### config.mk
export PLATFORM = sky130hd
export DESIGN_NAME = id_stage
export DESIGN_NICKNAME = d
export VERILOG_FILES = /design/src/rtl/id_stage.sv
export SDC_FILE = /design/constraint.sdc
export NUM_CORES = 1
export LEC_CHECK = 0
export BUFFER_PORTS_ARGS = -buffer_cell sky130_fd_sc_hd__buf_4
export CORE_MARGIN = 4
export CORE_UTILIZATION = 44
export DETAILED_ROUTE_END_ITERATION = 8
export PLACE_DENSITY = 0.64
export SYNTH_ARGS = -nofsm -noshare
export SYNTH_HDL_FRONTEND = slang
export SYNTH_SLANG_ARGS = --single-unit
### constraint.sdc
create_clock -name clock -period 1.8 [get_ports clock]
set_input_delay 0.36 -clock clock [delete_from_list [all_inputs] [get_ports clock]]
set_output_delay 0.36 -clock clock [all_outputs]
set_load 0.02 [all_outputs]
### src/rtl/id_stage.sv
// Instruction decode: register file, operand select with bypass, and absolute JUMP resolution.
// Latency: 1 cycle from ID to the EX pipeline register. jp_en/jp_addr are combinational.
// Backpressure: nothing moves unless state == exec. Optional macro ID_FORWARD_EN enables the EX/MEM bypass muxes.
module id_stage (
    input  logic        clock,
    input  logic        reset,
    input  logic        state,
    input  logic [15:0] id_ir,
    input  logic        wb_we,
    input  logic [2:0]  wb_addr,
    input  logic [15:0] wb_data,
    input  logic        ex_fwd_we,
    input  logic [2:0]  ex_fwd_addr,
    input  logic [15:0] ex_fwd_data,
    input  logic        mem_fwd_we,
    input  logic [2:0]  mem_fwd_addr,
    input  logic [15:0] mem_fwd_data,
    output logic [15:0] ex_ir,
    output logic [15:0] reg_A,
    output logic [15:0] reg_B,
    output logic [15:0] smdr,
    output logic        jp_en,
    output logic [7:0]  jp_addr
);

    // Opcode and state encodings shared with the rest of the core
    localparam logic       EXEC  = 1'b1;
    localparam logic [4:0] LOAD  = 5'b00010;
    localparam logic [4:0] STORE = 5'b00011;
    localparam logic [4:0] SLL   = 5'b00100;
    localparam logic [4:0] SLA   = 5'b00101;
    localparam logic [4:0] SRL   = 5'b00110;
    localparam logic [4:0] SRA   = 5'b00111;
    localparam logic [4:0] ADDI  = 5'b01001;
    localparam logic [4:0] SUBI  = 5'b01011;
    localparam logic [4:0] LDIH  = 5'b10000;
    localparam logic [4:0] JUMP  = 5'b11000;
    localparam logic [4:0] JMPR  = 5'b11001;
    localparam logic [4:0] BZ    = 5'b11010;
    localparam logic [4:0] BNZ   = 5'b11011;
    localparam logic [4:0] BN    = 5'b11100;
    localparam logic [4:0] BNN   = 5'b11101;
    localparam logic [4:0] BC    = 5'b11110;
    localparam logic [4:0] BNC   = 5'b11111;

    logic [15:0] regs [8];
    logic        squash_q;

    logic [4:0]  op;
    logic [2:0]  rd, rs1, rs2;
    logic [3:0]  imm4;
    logic [7:0]  imm8;
    logic [15:0] a_val, b_val, smdr_val;
    logic [15:0] rd_val, rs1_val, rs2_val;

    assign op   = id_ir[15:11];
    assign rd   = id_ir[10:8];
    assign rs1  = id_ir[6:4];
    assign rs2  = id_ir[2:0];
    assign imm4 = id_ir[3:0];
    assign imm8 = id_ir[7:0];

    assign jp_en   = (op == JUMP) && !squash_q && (state == EXEC);
    assign jp_addr = imm8;

    // Read one register with bypass priority EX > MEM > WB write-through > file
    function automatic logic [15:0] read_reg(input logic [2:0] addr);
        logic [15:0] v;
        v = regs[addr];
        if (wb_we && wb_addr == addr) v = wb_data;
`ifdef ID_FORWARD_EN
        if (mem_fwd_we && mem_fwd_addr == addr) v = mem_fwd_data;
        if (ex_fwd_we && ex_fwd_addr == addr) v = ex_fwd_data;
`endif
        return v;
    endfunction

`ifndef ID_FORWARD_EN
    // Bypass ports exist for pin compatibility but carry nothing in this build
    logic unused_fwd;
    assign unused_fwd = ^{ex_fwd_we, ex_fwd_addr, ex_fwd_data,
                          mem_fwd_we, mem_fwd_addr, mem_fwd_data};
`endif

    // Operand selection from the decoded opcode
    always_comb begin
        rd_val   = read_reg(rd);
        rs1_val  = read_reg(rs1);
        rs2_val  = read_reg(rs2);
        a_val    = rs1_val;
        b_val    = rs2_val;
        smdr_val = 16'h0000;
        case (op)
            ADDI, SUBI, JMPR, BZ, BNZ, BN, BNN, BC, BNC: begin
                a_val = rd_val;
                b_val = {8'h00, imm8};
            end
            LDIH: begin
                a_val = rd_val;
                b_val = {imm8, 8'h00};
            end
            LOAD, SLL, SLA, SRL, SRA: begin
                b_val = {12'h000, imm4};
            end
            STORE: begin
                b_val    = {12'h000, imm4};
                smdr_val = rd_val;
            end
            default: ;
        endcase
    end

    // Register file, squash flag and EX pipeline register; all hold outside exec
    always_ff @(posedge clock or negedge reset) begin
        if (!reset) begin
            for (int i = 0; i < 8; i++) regs[i] <= 16'h0000;
            squash_q <= 1'b0;
            ex_ir    <= 16'h0000;
            reg_A    <= 16'h0000;
            reg_B    <= 16'h0000;
            smdr     <= 16'h0000;
        end else if (state == EXEC) begin
            if (wb_we) regs[wb_addr] <= wb_data;
            // jp_en is already gated by squash_q, so this also clears the flag
            squash_q <= jp_en;
            if (squash_q) begin
                ex_ir <= 16'h0000;
                reg_A <= 16'h0000;
                reg_B <= 16'h0000;
                smdr  <= 16'h0000;
            end else begin
                ex_ir <= id_ir;
                reg_A <= a_val;
                reg_B <= b_val;
                smdr  <= smdr_val;
            end
        end
    end

endmodule

# [After elaboration in Yosys (flattened, before gate mapping)]
# Index checks and enable logic that the tools add are counted.
[totals] reg_bits=193 latchBits=0 mem_bits_rw=0 mem_bits_ro=0 inputBits=79 out_inout_bits=73 elab_cells=75 memories=0
[classes] addsub=0 n_mul=0 div=0 order_cmp=5 n_eq_ne=20 shifts=0 n_mux=22 bitwise=4 reduce_logical=11
[ops] op="$mux W16" n=16
[ops] op="$bmux W16 S3" n=3
[ops] op="$bwmux W128" n=1
[ops] op="$demux W16 S3" n=1
[ops] op="$pmux W16 S3" n=1
[ops] op="$eq A5 B5 Y1 const B" n=9
[ops] op="$eq A5 B3 Y1 const B" n=4
[ops] op="$ge A4 B4 Y1 const B" n=4
[ops] op="$not A3 Y4" n=4
[ops] op="$eq A5 B2 Y1 const B" n=2
[ops] op="$eq A5 B4 Y1 const B" n=2
[ops] op="$reduce_or A10 Y1" n=1
[ops] op="$eq A3 B3 Y1" n=3
[ops] op="$reduce_or A9 Y1" n=1
[ops] op="$logic_and A1 B1 Y1" n=6
[ops] op="$reduce_or A6 Y1" n=1
[ops] op="$lt A4 B1 Y1 const B" n=1
[ops] op="$reduce_and A2 Y1" n=1
[ops] op="$logic_not A1 Y1" n=1

# [Logic depth before layout (Yosys ltp)]
# Gate-level depths: netlist (run 1).
[logic_depth] word_depth=7 ltp_mapped=8 ltp_nobuf=5

# [Worst setup path after synthesis (run 1)]
# OpenSTA, ideal clock, no wires.
[synth_path] path_kind="input port to flip-flop" start="input port id_ir[4]" end="register reg_A[5]" setup_time_ps=132 arrival_ps=1893 t_required_ps=1668 slack_ps=-225 stages=7 n_path_buf=2 cell_sequence="buf_4 > buf_2 > mux4_2 > nor2b_1 > a211oi_1 > o32a_1 > o2bb2ai_1"
[synth_between] elab_chain_cells=7 elab_cells_between_ends=9 classes_between="1 x eq/ne; 6 x mux; 1 x bitwise; 1 x reduce/logical"
[synth_lines] item="start: declaration" line_no="8" source="input logic [15:0] id_ir,"
[synth_lines] item="$not A3 Y4 (not written as such)" line_no="69" source="v = regs[addr];"
[synth_lines] item="$bmux W16 S3" line_no="69"
[synth_lines] item="$mux W16 (not written as such) (2 in series)" line_no="69"
[synth_lines] item="$mux W16 (*)" line_no="70" source="if (wb_we && wb_addr == addr) v = wb_data;"
[synth_lines] item="$mux W16 (*)" line_no="93" source="case (op)"
[synth_lines] item="$mux W16 (*)" line_no="126" source="if (squash_q) begin"
[synth_lines] item="end signal: assignment" line_no="133" source="reg_A <= a_val;"
[synth_lines] item="end: declaration" line_no="19" source="output logic [15:0] reg_A,"
# Mark *: on every way between the ends. The rest lies on a longest branch, timed or not. The select of a mux whose other input is x is not followed.
# A chain may end at the register's enable or synchronous reset.

# [Worst setup path after layout (run 1)]
[layout_path] start="register squash_q" end="output port jp_en"
[layout_between] elab_chain_cells=3
[layout_lines] item="start: declaration" line_no="47" source="logic squash_q;"
[layout_lines] item="start signal: assignment" line_no="125" source="squash_q <= jp_en;"
[layout_lines] item="$logic_not A1 Y1" line_no="63" source="assign jp_en = (op == JUMP) && !squash_q && (state == EXEC);"
[layout_lines] item="$logic_and A1 B1 Y1 (2 in series)" line_no="63"
[layout_lines] item="end: declaration" line_no="22" source="output logic jp_en,"
# No other way between the ends.

==> run_results.csv, run 1 <==
group,metric,value,unit
setup_path,worst-endpoint-arrival,1480,ps
clocking,clock_latency,440,ps
logic_synthesis,yosysSeqAreaShare,0.4242,
logic_synthesis,netlist.area_leader.share,0.4242,
setup_path,critPathMaxFanout,2,
layout,postLayoutCoreUtil,0.5911,
sta,maxSlewHeadroom,0.6196,
hold_path,hold_path_class,"input port to register",
die,placeableCoreArea,0.02533,mm2
logic_synthesis,syn-instance-count,852,
logic_synthesis,synth_ff_type,"dfrtp_1",
run_status,failed_checks,"setup timing",
sta,finalCriticalPeriod,1845,ps
routing,detail_route.first_pass.iterations,5,
power,ir_worst_vdd,0.0007107,V
run,maxCapViolations,0,
layout,final_non_filler_cell_area,0.01497,mm2
logic_synthesis,synth.ff_latch_count,193,
logic_synthesis,simple_gate_area_share_of_the_yosys_netlist,0.05264,
place,detailedPlacementHpwl,25.05,mm
logic_synthesis,synth_edf_count,0,
run_status,run_status,"finished with violations",
sta,fmax,542.1,MHz
logic_synthesis,post_synthesis_net_count,931,
die,rows,58,
routing,vias,8651,
layout,final_layout_size_suffix_gt1_frac,0.5912,
logic_synthesis,synth_cell_type_count,44,
sta,worstMarginPinSlew,570.5,ps
grt,final_global_route_overflow_total,0,
place,io_buffer_count,111,
logic_synthesis,synth_top_family_by_area,"multiplexers",
layout,insertedDiodeCount,0,
logic_synthesis,syn-cell-area,0.01139,mm2
logic_synthesis,synth.top_cells.by_area,"dfrtp_1 (42%), mux4_2 (15%), mux2_2 (15%), mux4_1 (4.4%), a211oi_1 (2.2%)",
sta,final_min_period_over_clock_period,1.025,
sta,finalWorstSetupSlack,-44.66,ps
sta,timing_hold_violations_final,0,
logic_synthesis,synthAdderAreaFrac,0,
die,die_outline_area,0.02852,mm2
setup_path,cp_data_required_time,1440,ps
logic_synthesis,synth_mux_area_frac,0.3500,
routing,detail_route.iter0.violations,756,
routing,drt_drc_violations_left,0,
clocking,ctsHtreeMaxLevel,4,
routing,viasPerCell,6.067,
clocking,cts_tree,"yes",
sta,max_transition_viols_final,0,
logic_synthesis,syn_avg_cell_area,13.36,um2
place,gp_congestion,0.8770,
power,static-leakage-power,6.434,nW
place,placedInstanceArea,0.01381,mm2
sta,setup_violations,4,
clocking,cts-root-buf,"clkbuf_16",
grt,antenna_violations_before_repair,1,
die,initial_core_util,0.4496,
die,die_height,168.9,um
power,power_density,997.3,mW/mm2
setup_path,kind_of_end_point_of_the_critical_path,"output pin",
clocking,cts_num_sinks,193,
setup_path,setup_crit_start_kind,"register",
grt,grt_first_pass_wirelength,53.97,mm
sta,clock_skew,18.02,ps
die,ioPinCount,152,
logic_synthesis,netlist.top_cell.by_area,"dfrtp_1",
layout,flow.area_growth_from_synthesis,31.48,%
grt,track_usage,0.2463,
setup_path,timing_worst_setup_path_type,"register to output pin",
grt,first_global_vias,8856,
clocking,cts_buffer_depth,2,
sta,rsz_0062_raised_after_global_routing,"true",
logic_synthesis,fraction_of_synthesized_cell_area_in_xor_and_xnor_cells,0.006923,
clocking,cts_bufs_inserted,17,
clocking,clkSlewWorstSetupHoldPaths,70,ps
logic_synthesis,synth_async_sr_flop_share,1.000,
grt,grt_max_degree,57,
die,die_w,168.9,um
layout,nNetsFinal,1162,
logic_synthesis,yosysWarnings,0,
routing,detail-route-antenna-nets,0,
routing,finalWirelength,35.33,mm
logic_synthesis,compound_gate_portion_of_the_synthesized_area,0.1008,
routing,detail_route.wl_per_cell,24.77,um
-- Yosys cell counts (3+ instances only) --
cell type      instances
dfrtp_1              193
mux2_2               152
mux4_2                77
inv_1                 45
clkbuf_1              38
o21ai_0               35
nor2b_1               34
a211oi_1              33
nor2_1                32
buf_2                 26
mux4_1                19
nand3b_1              16
o2bb2ai_1             16
o32a_1                16
o32ai_1               16
buf_4                 15
o221ai_1              11
xnor2_1                9
buf_6                  8
o21ai_1                8
dlygate4sd1_1          5
nand2b_1               5
a2111oi_0              4
a221o_1                4
mux2i_1                4
nand2_1                4
nand4_1                4
and4_1                 3
-- flip-flops by register name, indices dropped and copies added (netlist names) --
register and count:
regs 128, ex_ir 16, reg_A 16, reg_B 16, smdr 16, squash_q 1
-- final cells by class --
cell class	count	area, um2
inverter	45	168.9
multi-input combinational	517	6254
sequential	193	4830
clock inverter	12	121.4
fill	2007	10360
tap	330	412.9
timing repair buffer	309	2738
clock buffer	20	446.7
-- stage by stage --
step | std cells | total power, mW | hold slack (ps) | setup TNS [ps] | worst slack [ps]
2_1_floorplan | 852 | 8.731 | 64.41 | -1567 | -128.2
3_3_place_gp | 1374 | 10.61 | 381.8 | -14050 | -492.3
3_5_place_dp | 1374 | 10.72 | 383.8 | -14720 | -490.2
4_1_cts | 1420 | 14.62 | 197.5 | -69.69 | -38.94
5_1_grt | 1426 | 15.59 | 204.5 | -1040 | -102.4
6_report | 1426 | 14.93 | 212.3 | -115.8 | -44.66
-- cell usage in the layout (no fill, tap or decap), drive strengths merged, types with 2 or more instances in the layout --
cell type	synthesis	final
clkinvlp	0	3
and4	3	3
dfrtp	193	193
nand4	4	4
o32a	16	16
mux2	152	152
xnor2	9	9
a221o	4	4
nor2b	34	34
clkinv	0	3
a21oi	2	2
o221ai	12	12
a211oi	33	33
o21ai	43	43
nand3b	16	16
mux4	96	96
buf	54	306
nor2	32	32
nand2b	5	5
nand2	4	4
o2bb2ai	16	16
clkbuf	38	22
inv	45	50
a2111oi	4	4
mux2i	4	4
o32ai	16	16
or3	2	2
-- worst paths after layout --
| path | from | to | slack (ps) | cells past startpoint |
|---|---|---|---|---|
| max reg2reg | regs[92] | reg_B[12] | -40 | 5 |
| min reg2reg | reg_A[0] | reg_A[0] | 490 | 1 |
| max in group asynchronous | reset | regs[53] | 770 | 3 |
| min in group asynchronous | reset | regs[96] | 470 | 2 |
| max | squash_q | jp_en | -40 | 4 |
| min | state | smdr[3] | 210 | 2 |
-- worst max-delay path: stages, from the launching register on --
cell	delay [ps]
dfrtp_1	390
nand2b_4	160
nor2_4	130
and4_4	240
buf_6	120
-- power by group --
part / switching (mW) / internal, mW / total (mW)
Clock: 1.78 / 1.98 / 3.75
Combinational: 2.11 / 3.13 / 5.24
Sequential: 0.745 / 5.19 / 5.94
-- logic make-up after synthesis --
kind of cell | count (synthesis)
buf+inv | 142
compound gates | 152
flops | 193
mux | 252
simple gates | 104
xor+xnor | 9
-- timing repair --
action / in CTS / in global routing
hold endpoints to repair: 47 / 0
hold buffers: 1 / 0
setup buffers: 13 / 7
pin swaps: 6 / 23
resized for setup: 20 / 73
setup endpoints to repair: 20 / 45
gates cloned: 0 / 1
-- metal layers --
metal / track usage / up-vias / share of wire
met5: 0 / - / 0.00020
met4: 0.06281 / 2 / 0.018
met3: 0.05371 / 58 / 0.074
met2: 0.3943 / 386 / 0.48
met1: 0.3452 / 4474 / 0.42
li1: - / 3731 / -
(Power assumes the default switching activity.)
==> inputs of run 2 (changes only) <==
--- a/config.mk
+++ b/config.mk
@@ -6,10 +6,12 @@
 export NUM_CORES = 1
 export LEC_CHECK = 0
 export BUFFER_PORTS_ARGS = -buffer_cell sky130_fd_sc_hd__buf_4
+export CORE_ASPECT_RATIO = 0.7
 export CORE_MARGIN = 4
 export CORE_UTILIZATION = 44
 export DETAILED_ROUTE_END_ITERATION = 8
-export PLACE_DENSITY = 0.64
+export GPL_TIMING_DRIVEN = 0
+export PLACE_DENSITY = 0.62
 export SYNTH_ARGS = -nofsm -noshare
 export SYNTH_HDL_FRONTEND = slang
 export SYNTH_SLANG_ARGS = --single-unit
==> constraint.sdc (replaced) <==
create_clock -name clock -period 1.85 [get_ports clock]
set_input_delay 0.37 -clock clock [delete_from_list [all_inputs] [get_ports clock]]
set_output_delay 0.37 -clock clock [all_outputs]
set_load 0.02 [all_outputs]
==> run 2 against run 1 <==
Global-route usage grew 0.25 points; first-iteration DRC count grew 15%; final area shrank 9.3%; the run still ends with setup timing left; core utilization shrank 4.9 points; setup slack gained 1.5 ps; combinational power shrank 18%; sequential power shrank 2%.
==> run_results.csv, run 2 (same netlist as run 1, synthesis figures left out) <==
group,metric,value,unit
place,detailedPlacementHpwl,25.22,mm
sta,rsz_0062_raised_after_global_routing,"true",
clocking,cts_num_sinks,193,
hold_path,hold_path_class,"input port to register",
sta,max_transition_viols_final,0,
setup_path,kind_of_end_point_of_the_critical_path,"register",
layout,final-seq-area,0.004831,mm2
sta,maxSlewHeadroom,0.5046,
sta,finalCriticalPeriod,1893,ps
place,preCtsSetupSlack,-716.0,ps
run_status,failed_checks,"setup timing",
clocking,cts_bufs_inserted,17,
clocking,clock_latency,450,ps
grt,final_global_route_overflow_total,0,
routing,drt_drc_violations_left,0,
layout,most_common_cell_after_layout_fill_and_taps_aside,"dfrtp_1",
die,die_height,142.6,um
die,die_w,200.3,um
power,power,13.90,mW
routing,detail_route.iter0.violations,873,
layout,top_register,"regs",
routing,detail_route.wl_per_cell,26.89,um
grt,grt_max_degree,103,
layout,nNetsFinal,1056,
layout,filler_cell_count,2126,
place,placedInstanceArea,0.01270,mm2
routing,viasPerCell,6.329,
layout,largest_reg_flops,128,
routing,vias,8329,
clocking,clkSlewWorstSetupHoldPaths,70,ps
routing,finalWirelength,35.39,mm
grt,first_global_vias,8179,
sta,worstMarginPinSlew,740.4,ps
clocking,cts_tree,"yes",
sta,finalWorstSetupSlack,-43.13,ps
grt,antenna_violations_before_repair,0,
sta,timing.hold.ws,205.1,ps
die,die_outline_area,0.02856,mm2
layout,multiInputGateArea,0.006095,mm2
clocking,ctsHtreeMaxLevel,4,
run,maxCapViolations,0,
routing,detail_route.first_pass.iterations,5,
power,static-leakage-power,5.675,nW
place,io_buffer_count,99,
sta,setup_violations,7,
sta,final_min_period_over_clock_period,1.023,
setup_path,timing_worst_setup_path_type,"register to register",
power,power_density,1023,mW/mm2
die,rows,48,
sta,fmax,528.2,MHz
run_status,run_status,"finished with violations",
layout,finish.cell_count_without_fillers,1316,
grt,track_usage,0.2488,
die,ioPinCount,152,
setup_path,worst-endpoint-arrival,2210,ps
layout,final_non_filler_cell_area,0.01358,mm2
setup_path,critPathMaxFanout,4,
grt,grt_first_pass_wirelength,53.53,mm
die,placeableCoreArea,0.02504,mm2
sta,setup_tns,-147.9,ps
layout,most-common-layout-cells,"dfrtp_1 (192), mux2_2 (129), buf_4 (119)",
layout,postLayoutCoreUtil,0.5423,
clocking,cts-root-buf,"clkbuf_16",
die,initial_core_util,0.4546,
layout,flow.area_growth_from_synthesis,19.29,%
setup_path,cp_data_required_time,2170,ps
place,numPlacedInstances,1277,
clocking,cts_buffer_depth,2,
place,gp_congestion,0.8670,
layout,final_layout_size_suffix_gt1_frac,0.5040,
routing,detail-route-antenna-nets,0,
sta,clock_skew,11.14,ps
setup_path,setup_crit_start_kind,"register",
power,ir_worst_vdd,0.0005171,V
sta,timing_hold_violations_final,0,
-- run 2: final cells by class --
type	instances	share of cell area
clock buffers	18	0.03234
plain buffers	96	0.04873
diodes	1	0.0001842
well taps	325	0.02994
repair buffers	107	0.06163
multi-input cells	517	0.4487
inverters	45	0.01244
flip-flops and latches	193	0.3557
clock inverters	14	0.01032
-- run 2: layer usage --
layer  part of all wire  vias to the layer above  global-route usage
met5                  0                        -                   0
met4              0.014                        0             0.05176
met3               0.10                       41             0.08223
met2               0.42                      408              0.3416
met1               0.47                     4343              0.3852
li1                   -                     3537                   -
-- run 2: worst paths after layout --
check                           startpoint   endpoint  slack, ps  cells after the start
worst min-delay path              id_ir[7]   reg_B[7]        210                      2
min in group asynchronous            reset  reg_A[12]        550                      2
worst max register to register   regs[120]   reg_B[8]        -40                      5
max in group asynchronous            reset   regs[67]        320                      3
worst min register to register    reg_A[0]   reg_A[0]        500                      1
worst max-delay path             regs[120]   reg_B[8]        -40                      5
-- run 2: worst max-delay path, cell delays in order, from the launching register on --
cell and delay [ps]:
dfrtp_1 410, mux4_2 530, mux2_4 300, mux2_4 280, o221ai_2 160, o21ai_1 90
-- run 2: report_power, final --
| part | switching (mW) | internal (mW) |
|---|---|---|
| clock network | 1.84 | 1.94 |
| logic | 1.90 | 2.41 |
| registers | 0.761 | 5.05 |
| total | 4.50 | 9.40 |
-- run 2: timing repair --
item	CTS	global route
resized for setup	36	36
buffers inserted	3	3
endpoints found under the setup margin	72	40
hold buffers	1	0
hold endpoints to repair	78	0
pin swaps	4	9
